==> src/rtl/xsleena_loader_pkg.sv <==
// xsleena_loader_pkg: loader FSM states and the fixed ROM region map
package xsleena_loader_pkg;
  typedef enum logic [1:0] {IDLE, LOAD, DONE} loader_state_t;
  localparam int NREG_MAP = 4;
  localparam int REG_MAP = 0;
  localparam int REG_BG = 1;
  localparam int REG_OBJ = 2;
  localparam int REG_PROM = 3;
  localparam logic [24:0] REG_BASE [NREG_MAP] = '{
    REG_MAP: 25'h00000, REG_BG: 25'h08000, REG_OBJ: 25'h48000, REG_PROM: 25'hC8000
  };
  localparam logic [24:0] REG_SIZE [NREG_MAP] = '{
    REG_MAP: 25'h08000, REG_BG: 25'h40000, REG_OBJ: 25'h80000, REG_PROM: 25'h00800
  };
endpackage

==> src/rtl/xsleena_rom_loader_if.sv <==
// xsleena_rom_loader_if: HPS ioctl download stream with its wait back-pressure
interface xsleena_rom_loader_if;
  logic        ioctl_download;
  logic [7:0]  ioctl_index;
  logic        ioctl_wr;
  logic [24:0] ioctl_addr;
  logic [7:0]  ioctl_dout;
  logic        ioctl_wait;
  modport master (
    output ioctl_download, ioctl_index, ioctl_wr, ioctl_addr, ioctl_dout,
    input  ioctl_wait
  );
  modport slave (
    input  ioctl_download, ioctl_index, ioctl_wr, ioctl_addr, ioctl_dout,
    output ioctl_wait
  );
endinterface

==> src/rtl/xsleena_loader_region_dec.sv <==
// xsleena_loader_region_dec: linear address to one-hot region select and rebased offset
module xsleena_loader_region_dec
  import xsleena_loader_pkg::*;
#(
  parameter int NREG = 4
) (
  input  logic [24:0]     addr,
  output logic            hit,
  output logic [NREG-1:0] sel,
  output logic [19:0]     offset
);
  logic [24:0] diff;
  // Descending scan so the lowest matching region wins
  always_comb begin
    hit = 1'b0;
    sel = '0;
    diff = '0;
    for (int r = NREG - 1; r >= 0; r--) begin
      if ({1'b0, addr} >= {1'b0, REG_BASE[r]} &&
          {1'b0, addr} < {1'b0, REG_BASE[r]} + {1'b0, REG_SIZE[r]}) begin
        hit = 1'b1;
        sel = '0;
        sel[r] = 1'b1;
        diff = addr - REG_BASE[r];
      end
    end
  end
  assign offset = diff[19:0];
endmodule

==> src/rtl/xsleena_rom_loader.sv <==
// xsleena_rom_loader: HPS ioctl ROM stream to per-region BRAM writes with stretched strobe.
// Define XSLEENA_LOADER_CHECKSUM_EN to add ld_sum/ld_count load statistics.
module xsleena_rom_loader
  import xsleena_loader_pkg::*;
#(
  parameter int          NREG      = 4,
  parameter logic [7:0]  ROM_INDEX = 8'd0,
  parameter int          WR_CYCLES = 2
) (
  input  logic              clk,
  input  logic              RESETn,
  xsleena_rom_loader_if.slave io,
  output logic              bram_wr,
  output logic [7:0]        bram_data,
  output logic [19:0]       bram_addr,
  output logic [NREG-1:0]   bram_cs,
  output logic              load_busy,
  output logic              load_done,
  output logic              err_overrun
`ifdef XSLEENA_LOADER_CHECKSUM_EN
  ,
  output logic [15:0]       ld_sum,
  output logic [24:0]       ld_count
`endif
);
  loader_state_t   state, nxt;
  logic            act_r;
  logic [2:0]      cnt;
  logic            hit;
  logic [NREG-1:0] sel;
  logic [19:0]     offset;
  logic            busy_wr, accept_wr, take, enter_load;
  xsleena_loader_region_dec #(.NREG(NREG)) u_dec (
    .addr   (io.ioctl_addr),
    .hit    (hit),
    .sel    (sel),
    .offset (offset)
  );
  assign busy_wr    = cnt != 3'd0;
  assign accept_wr  = state == LOAD && io.ioctl_wr;
  assign take       = accept_wr && !busy_wr && hit;
  assign enter_load = state != LOAD && nxt == LOAD;
  assign bram_wr    = busy_wr;
  assign io.ioctl_wait = busy_wr;
  assign load_busy  = state == LOAD;
  assign load_done  = state == DONE;
  always_ff @(posedge clk or negedge RESETn) begin
    if (!RESETn) state <= IDLE;
    else state <= nxt;
  end
  // A pending write holds off DONE until its strobe completes
  always_comb begin
    nxt = state;
    nxt = state == LOAD ? ((!act_r && !busy_wr) ? DONE : LOAD) : (act_r ? LOAD : state);
  end
  always_ff @(posedge clk or negedge RESETn) begin
    if (!RESETn) begin
      act_r <= 1'b0;
      cnt <= 3'd0;
      bram_cs <= '0;
      bram_addr <= '0;
      bram_data <= '0;
      err_overrun <= 1'b0;
    end else begin
      act_r <= io.ioctl_download && io.ioctl_index == ROM_INDEX;
      if (enter_load) err_overrun <= 1'b0;
      else if (accept_wr && busy_wr) err_overrun <= 1'b1;
      if (take) begin
        cnt <= 3'(WR_CYCLES);
        bram_cs <= sel;
        bram_addr <= offset;
        bram_data <= io.ioctl_dout;
      end else if (busy_wr) begin
        cnt <= cnt - 3'd1;
        if (cnt == 3'd1) bram_cs <= '0;
      end
    end
  end
`ifdef XSLEENA_LOADER_CHECKSUM_EN
  always_ff @(posedge clk or negedge RESETn) begin
    if (!RESETn) begin
      ld_sum <= '0;
      ld_count <= '0;
    end else if (enter_load) begin
      ld_sum <= '0;
      ld_count <= '0;
    end else if (take) begin
      ld_sum <= ld_sum + {8'd0, io.ioctl_dout};
      ld_count <= ld_count + 25'd1;
    end
  end
`endif
endmodule

==> src/flat_wrapper.sv <==
// flat-port wrapper written by rule: the top's interface ports become plain ports
module xsleena_rom_loader_flat import xsleena_loader_pkg::*;
#(
  parameter int          NREG      = 4,
  parameter logic [7:0]  ROM_INDEX = 8'd0,
  parameter int          WR_CYCLES = 2
)
  (clk, RESETn, bram_wr, bram_data, bram_addr, bram_cs, load_busy, load_done, err_overrun, io_ioctl_download, io_ioctl_index, io_ioctl_wr, io_ioctl_addr, io_ioctl_dout, io_ioctl_wait);
  xsleena_rom_loader_if io_i ();
  input  logic clk;
  input  logic RESETn;
  output logic bram_wr;
  output logic [7:0] bram_data;
  output logic [19:0] bram_addr;
  output logic [NREG-1:0] bram_cs;
  output logic load_busy;
  output logic load_done;
  output logic err_overrun;
  input wire logic [$bits(io_i.ioctl_download)-1:0] io_ioctl_download;
  input wire logic [$bits(io_i.ioctl_index)-1:0] io_ioctl_index;
  input wire logic [$bits(io_i.ioctl_wr)-1:0] io_ioctl_wr;
  input wire logic [$bits(io_i.ioctl_addr)-1:0] io_ioctl_addr;
  input wire logic [$bits(io_i.ioctl_dout)-1:0] io_ioctl_dout;
  output wire logic [$bits(io_i.ioctl_wait)-1:0] io_ioctl_wait;
  assign io_i.ioctl_download = io_ioctl_download;
  assign io_i.ioctl_index = io_ioctl_index;
  assign io_i.ioctl_wr = io_ioctl_wr;
  assign io_i.ioctl_addr = io_ioctl_addr;
  assign io_i.ioctl_dout = io_ioctl_dout;
  assign io_ioctl_wait = io_i.ioctl_wait;
  xsleena_rom_loader #(.NREG(NREG), .ROM_INDEX(ROM_INDEX), .WR_CYCLES(WR_CYCLES)) u_core (.clk(clk), .RESETn(RESETn), .io(io_i), .bram_wr(bram_wr), .bram_data(bram_data), .bram_addr(bram_addr), .bram_cs(bram_cs), .load_busy(load_busy), .load_done(load_done), .err_overrun(err_overrun));
endmodule
==> config.mk <==
export PLATFORM = sky130hd
export DESIGN_NAME = xsleena_rom_loader_flat
export DESIGN_NICKNAME = d
export VERILOG_FILES = /design/src/rtl/xsleena_loader_pkg.sv /design/src/rtl/xsleena_rom_loader_if.sv /design/src/rtl/xsleena_loader_region_dec.sv /design/src/rtl/xsleena_rom_loader.sv /design/src/flat_wrapper.sv
export SDC_FILE = /design/constraint.sdc
export NUM_CORES = 1
export LEC_CHECK = 0
export ABC_CLOCK_PERIOD_IN_PS = 3350
export CAP_MARGIN = 20
export CELL_PAD_IN_SITES_DETAIL_PLACEMENT = 0
export CELL_PAD_IN_SITES_GLOBAL_PLACEMENT = 1
export CORE_MARGIN = 4
export CORE_UTILIZATION = 36
export DETAILED_ROUTE_END_ITERATION = 10
export PLACE_DENSITY = 0.95
export RECOVER_POWER = 100
export SKIP_LAST_GASP = 1
export SYNTH_ARGS = -nofsm -noshare
export SYNTH_HDL_FRONTEND = slang
export SYNTH_HIERARCHICAL = 1
export SYNTH_SLANG_ARGS = --single-unit
==> constraint.sdc <==
create_clock -name clk -period 3.35 [get_ports clk]
set_clock_uncertainty 0.05 [all_clocks]
set_input_delay 0.8375 -clock clk [delete_from_list [all_inputs] [get_ports clk]]
set_output_delay 0.8375 -clock clk [all_outputs]
set_load 0.005 [all_outputs]
### Word-level counts from Yosys, hierarchy flattened

Cells that the tools add are included.

| operators by class | value |
|---|---|
| $add $sub $neg | 4 |
| $lt $le $gt $ge | 7 |
| equality and inequality tests | 5 |
| multiplexer cells | 22 |
| reduce and logical (&&, ||, !) cells | 18 |

Operators by type and width:

| cell | number |
|---|---|
| $mux 20 | 4 |
| $lt 25x20->1 const B | 2 |
| $mux 4 | 7 |
| $ge 25x16->1 const B | 1 |
| $ge 25x19->1 const B | 1 |
| $ge 25x20->1 const B | 1 |
| $lt 25x16->1 const B | 1 |
| $lt 25x19->1 const B | 1 |
| $sub 20x16->20 const B | 1 |
| $sub 20x19->20 const B | 1 |
| $sub 20x20->20 const B | 1 |
| $logic_and 1x1->1 | 10 |
| $logic_not 8->1 | 1 |
| $mux 1 | 6 |
| $mux 2 | 3 |
| $mux 3 | 2 |
| $reduce_bool 2->1 | 3 |
| $eq 2x1->1 const B | 2 |
| $eq 3x1->1 const B | 1 |
| $reduce_bool 3->1 | 1 |
| $sub 3x1->3 const B | 1 |
| $eq 2x2->1 const B | 1 |
| $logic_not 1->1 | 2 |
| $ne 2x1->1 const B | 1 |
| $reduce_and 2->1 | 1 |

| storage, ports and cells | value |
|---|---|
| flip-flop bits (word level) | 39 |
| bits of input ports | 45 |
| output and inout port bits | 37 |
| word-level logic and storage cells | 63 |

### Logic depth before layout (Yosys ltp)

| logic depth | value |
|---|---|
| depth in word-level cells | 9 |
| depth in mapped cells | 10 |
| gate-level depth less buffers | 8 |

### By module

Netlist, hierarchy kept.

By module, submodules not included:

| module | instances | cells each | area an instance (um2) | sequential area each (um2) |
|---|---|---|---|---|
| xsleena_rom_loader | 1 | 111 | 1692.9 | 975.9 |
| xsleena_loader_region_dec | 1 | 64 | 399.1 | 0.0 |

### Worst setup path after synthesis

Ideal clock, no wire load.

| path | value |
|---|---|
| path type | input to register |
| start point | input io_ioctl_addr[23] |
| end point | register u_core.bram_addr[10] |
| setup time | 125 ps |
| data arrival time | 2737 ps |
| path slack | 438 ps |
| stages on the path | 9 |
| buffers on the path | 3 |
| cells stage by stage | nor4_1 -> nand2b_1 -> clkbuf_1 -> nor2_1 -> clkbuf_1 -> nand2_1 -> nor3_4 -> buf_6 -> mux2_4 |

| on the way | value |
|---|---|
| longest elaborated chain between the ends | 7 |

Ends and longest elaborated chain:

| element | RTL line | text |
|---|---|---|
| start: declaration | flat_wrapper.sv:22 | `input wire logic [$bits(io_i.ioctl_addr)-1:0] io_ioctl_addr;` |
| $ge 25x20->1 or $lt 25x20->1 (tied branches) | xsleena_loader_region_dec.sv:19, xsleena_loader_region_dec.sv:20 |  |
| $logic_and 1x1->1 | xsleena_loader_region_dec.sv:19 | `if ({1'b0, addr} >= {1'b0, REG_BASE[r]} &&` |
| $mux 1 (3 in a row) | xsleena_loader_region_dec.sv:19 |  |
| $mux 1 (*) | xsleena_loader_region_dec.sv:19 |  |
| net u_core.hit | xsleena_rom_loader.sv:29 | `logic hit;` |
| $logic_and 1x1->1 (*) | xsleena_rom_loader.sv:41 | `assign take = accept_wr && !busy_wr && hit;` |
| end signal: assignment | xsleena_rom_loader.sv:71 | `bram_addr <= offset;` |
| end: declaration | xsleena_rom_loader.sv:15 | `output logic [19:0] bram_addr,` |

The timed path passes the listed nets; every way through them passes the cells marked *.
A chain may end at the register's enable or synchronous reset.

### Worst setup path after layout

| path | value |
|---|---|
| start point | input io_ioctl_addr[15] |
| end point | register u_core.bram_addr[18] |

Same word-level chain as after synthesis.

==> results by group <==
Synth
  – Net Count, Synth: 225
  – Leading area contributor after synthesis: dfrtp_1
  – Post-synthesis register bit count: 39
  – Netlist cell types: 37
  – Mux contribution to synthesized area: 23.1%
  – Main synth FF type: dfrtp_1
  – Post-synthesis simple-gate area fraction: 16.0%
  – Avg Cell Area, Syn: 12.0 µm²
  – Sequential share of the synthesized area: 46.7%
  – Post-Synth XOR/XNOR Area: 0.419%
  – Mapped cell area: 0.00209 mm²
  – Largest family of logic cells by synthesized area: multiplexers
  – Number of synthesized flops with an enable pin: 0
  – Share of the synthesized area in the top cell type: 46.7%
  – Ys Warns: 6
  – Post-Synth Adder-Cell Area: 2.99%
  – Top post-synthesis cells by area: dfrtp_1 47%, mux2_4 19%, and2_1 4.8%
  – Gate Count Post-Synth: 175
  – Compound-gate portion of the synthesized area: 5.56%
  – Async set-or-reset flop fraction in the synthesized netlist: 100%

Timing
  – Setup TNS: 0 ps
  – F_max: 328 MHz
  – RSZ-0062 raised after global routing: no
  – Setup Viol. Count Final: 0
  – Final min period: 3050 ps
  – Hold Vio Cnt, Final: 0
  – Slew Limit Fails: 40
  – Slew @ Worst Pin: 2030 ps
  – Slew margin rel.: -35.1%
  – Post-route clock period utilization: 90.9%

Power and ir drop
  – Total power: 1.16 mW
  – VDD IR-drop max: 0.182 mV
  – Leakage: 1.49 nW
  – Power Density: 376 mW/mm²

Floorplan
  – # IOs: 82
  – Width of the die: 84.2 µm
  – Initial Util: 37.5%
  – Area of the core: 0.00557 mm²
  – Rows: 27
  – Die height: 84.2 µm
  – DIE AREA: 0.00709 mm²

Critical path
  – Critical Path Fanout Max: 27
  – Req. time, crit path: 3480 ps
  – Worst EP arrival: 3170 ps
  – Crit start category: input port
  – Crit path capture type: register
  – R2R Setup Slk: 1230 ps
  – WS Path Type: in2reg

CTS
  – Setup Buffers After CTS: 0
  – Reg clk slew, reported paths: 70 ps
  – Resized cells post-CTS: 0
  – Num CTS Buffers: 5
  – CTS Sinks: 39
  – Htree depth: 2
  – Clock Path Buffers: 2
  – Post-CTS Hold Fix Bufs: 0
  – CTS tree: built
  – Buffer type at the clock tree root: clkbuf_8
  – Worst skew pair latency: 290 ps

GRT
  – Largest net degree at the start of global routing: 40
  – Global-route wire length before repair: 7760 µm
  – Grt ovf: 0
  – Vias in the first global route: 1,625
  – Initial antenna violation count: 0
  – GRT Resource Usage Total: 13.4%

Detailed routing
  – DRC: 0
  – Vias per cell: 4.74
  – Iteration-0 DRC Markers: 14
  – Routed WL: 4680 µm
  – Via count: 1,573
  – Initial DRT Pass Iterations: 4
  – Avg WL per Cell: 14.1 µm
  – Antenna viol nets, final: 0

Run
  – Max-cap violations: 1

Final layout
  – Non-filler cells, final: 332
  – Share of cells above drive strength 1: 16.9%
  – Nets: 309
  – P&R area growth vs syn: 47.1%
  – Ant diodes: 0

Placement
  – RePlAce Congestion: 0.785
  – IO Port Bufs: 81
  – Placed cell count: 324
  – DPL Wire Length: 3560 µm

Hold path
  – Min-delay worst type: reg2reg

Status
  – Status: complete, but fails checks
  – Failing checks: max-capacitance violations, max-slew violations
==> cells by family (layout without fill, tap and decap cells) <==
logic type,count (synthesis),in the layout
xor+xnor,1,1
buf+inv,20,105
compound gates,16,16
mux,35,35
fa+ha+maj,5,5
other cells,1,1
simple gates,58,58
flops,39,39
==> per-stage QoR <==
step	util [%]	cell area, µm²	hold WS (ps)	setup WS (ps)
final	55.2	3080	397	303
after global routing	55.2	3080	428	106
after CTS	55.5	3090	396	383
after detailed placement	53.4	2970	386	62.4
after global placement	53.4	2970	385	86.3
after floorplan	-	2090	367	438
==> sequential cells by signal, summed over array words and instances, names as in the netlist <==
name / cells
u_core/act_r: 1
u_core/bram_addr: 20
u_core/bram_cs: 4
u_core/bram_data: 8
u_core/cnt: 3
u_core/err_overrun: 1
u_core/state: 2
==> per-layer routing <==
metal / vias to the layer above / global-route usage, % / part of all wire [%]
li1: 770 / - / -
met1: 731 / 17.7 / 46
met2: 65 / 21.4 / 45
met3: 7 / 4.51 / 8.2
met4: 0 / 3.07 / 0.94
met5: - / 0 / 0
==> where the power goes <==
part | leakage [nW] | internal, mW | switching, mW
combinational | 0.892 | 0.128 | 0.104
sequential | 0.537 | 0.500 | 0.0202
clock | 0.0612 | 0.241 | 0.162
total | 1.49 | 0.870 | 0.287
==> placed cells by master (no fill, tap or decap), types with 2 or more instances in the layout <==
| cell | n |
|---|---|
| nor4_1 | 6 |
| nor2b_1 | 4 |
| nand2b_1 | 4 |
| mux2_2 | 3 |
| ha_1 | 5 |
| a21o_1 | 2 |
| a21oi_1 | 4 |
| inv_1 | 11 |
| o21ai_0 | 2 |
| nand2_1 | 6 |
| buf_4 | 3 |
| mux2_4 | 24 |
| mux2i_1 | 6 |
| dfrtp_1 | 39 |
| and2_1 | 16 |
| clkdlybuf4s50_1 | 41 |
| mux2_1 | 2 |
| nor2_1 | 14 |
| clkbuf_8 | 6 |
| dlygate4sd3_1 | 39 |
| nand3b_1 | 2 |
==> synth_stat cells, types with 3 or more instances <==
master,number
nor2_1,14
a21oi_1,4
buf_6,3
mux2_2,3
nand2_1,6
and2_1,16
ha_1,5
dfrtp_1,39
inv_1,10
nand2b_1,4
clkbuf_1,4
mux2_4,26
mux2i_1,6
nor2b_1,3
nor4_1,6
==> critical path, cell delays in order <==
cell	delay, ps
dlygate4sd3_1	610
inv_1	100
ha_1	250
nor2b_1	210
a211oi_1	90
nor2_1	190
nand2_1	120
nor3_4	170
buf_12	260
mux2_4	320
==> path summary, 6_finish.rpt <==
kind,start,to,depth (start not counted)
hold reg to reg,u_core/act_r,u_core/state[1],1
max in group asynchronous,RESETn,u_core/bram_addr[0],1
min in group asynchronous,RESETn,u_core/bram_data[0],1
setup / recovery,io_ioctl_addr[15],u_core/bram_addr[18],10
setup reg to reg,u_core/cnt[0],u_core/bram_addr[18],7
hold / removal,u_core/act_r,u_core/state[1],1
==> cell type report <==
class | count | area (µm²)
sequential | 39 | 976
inverter | 11 | 41.3
tap | 72 | 90.1
multi-input combinational | 116 | 1000
clock inverter | 2 | 35.0
fill | 502 | 2500
timing repair buffer | 86 | 852
clock buffer | 6 | 82.6
No activity file was read; power rests on OpenSTA's default activity.
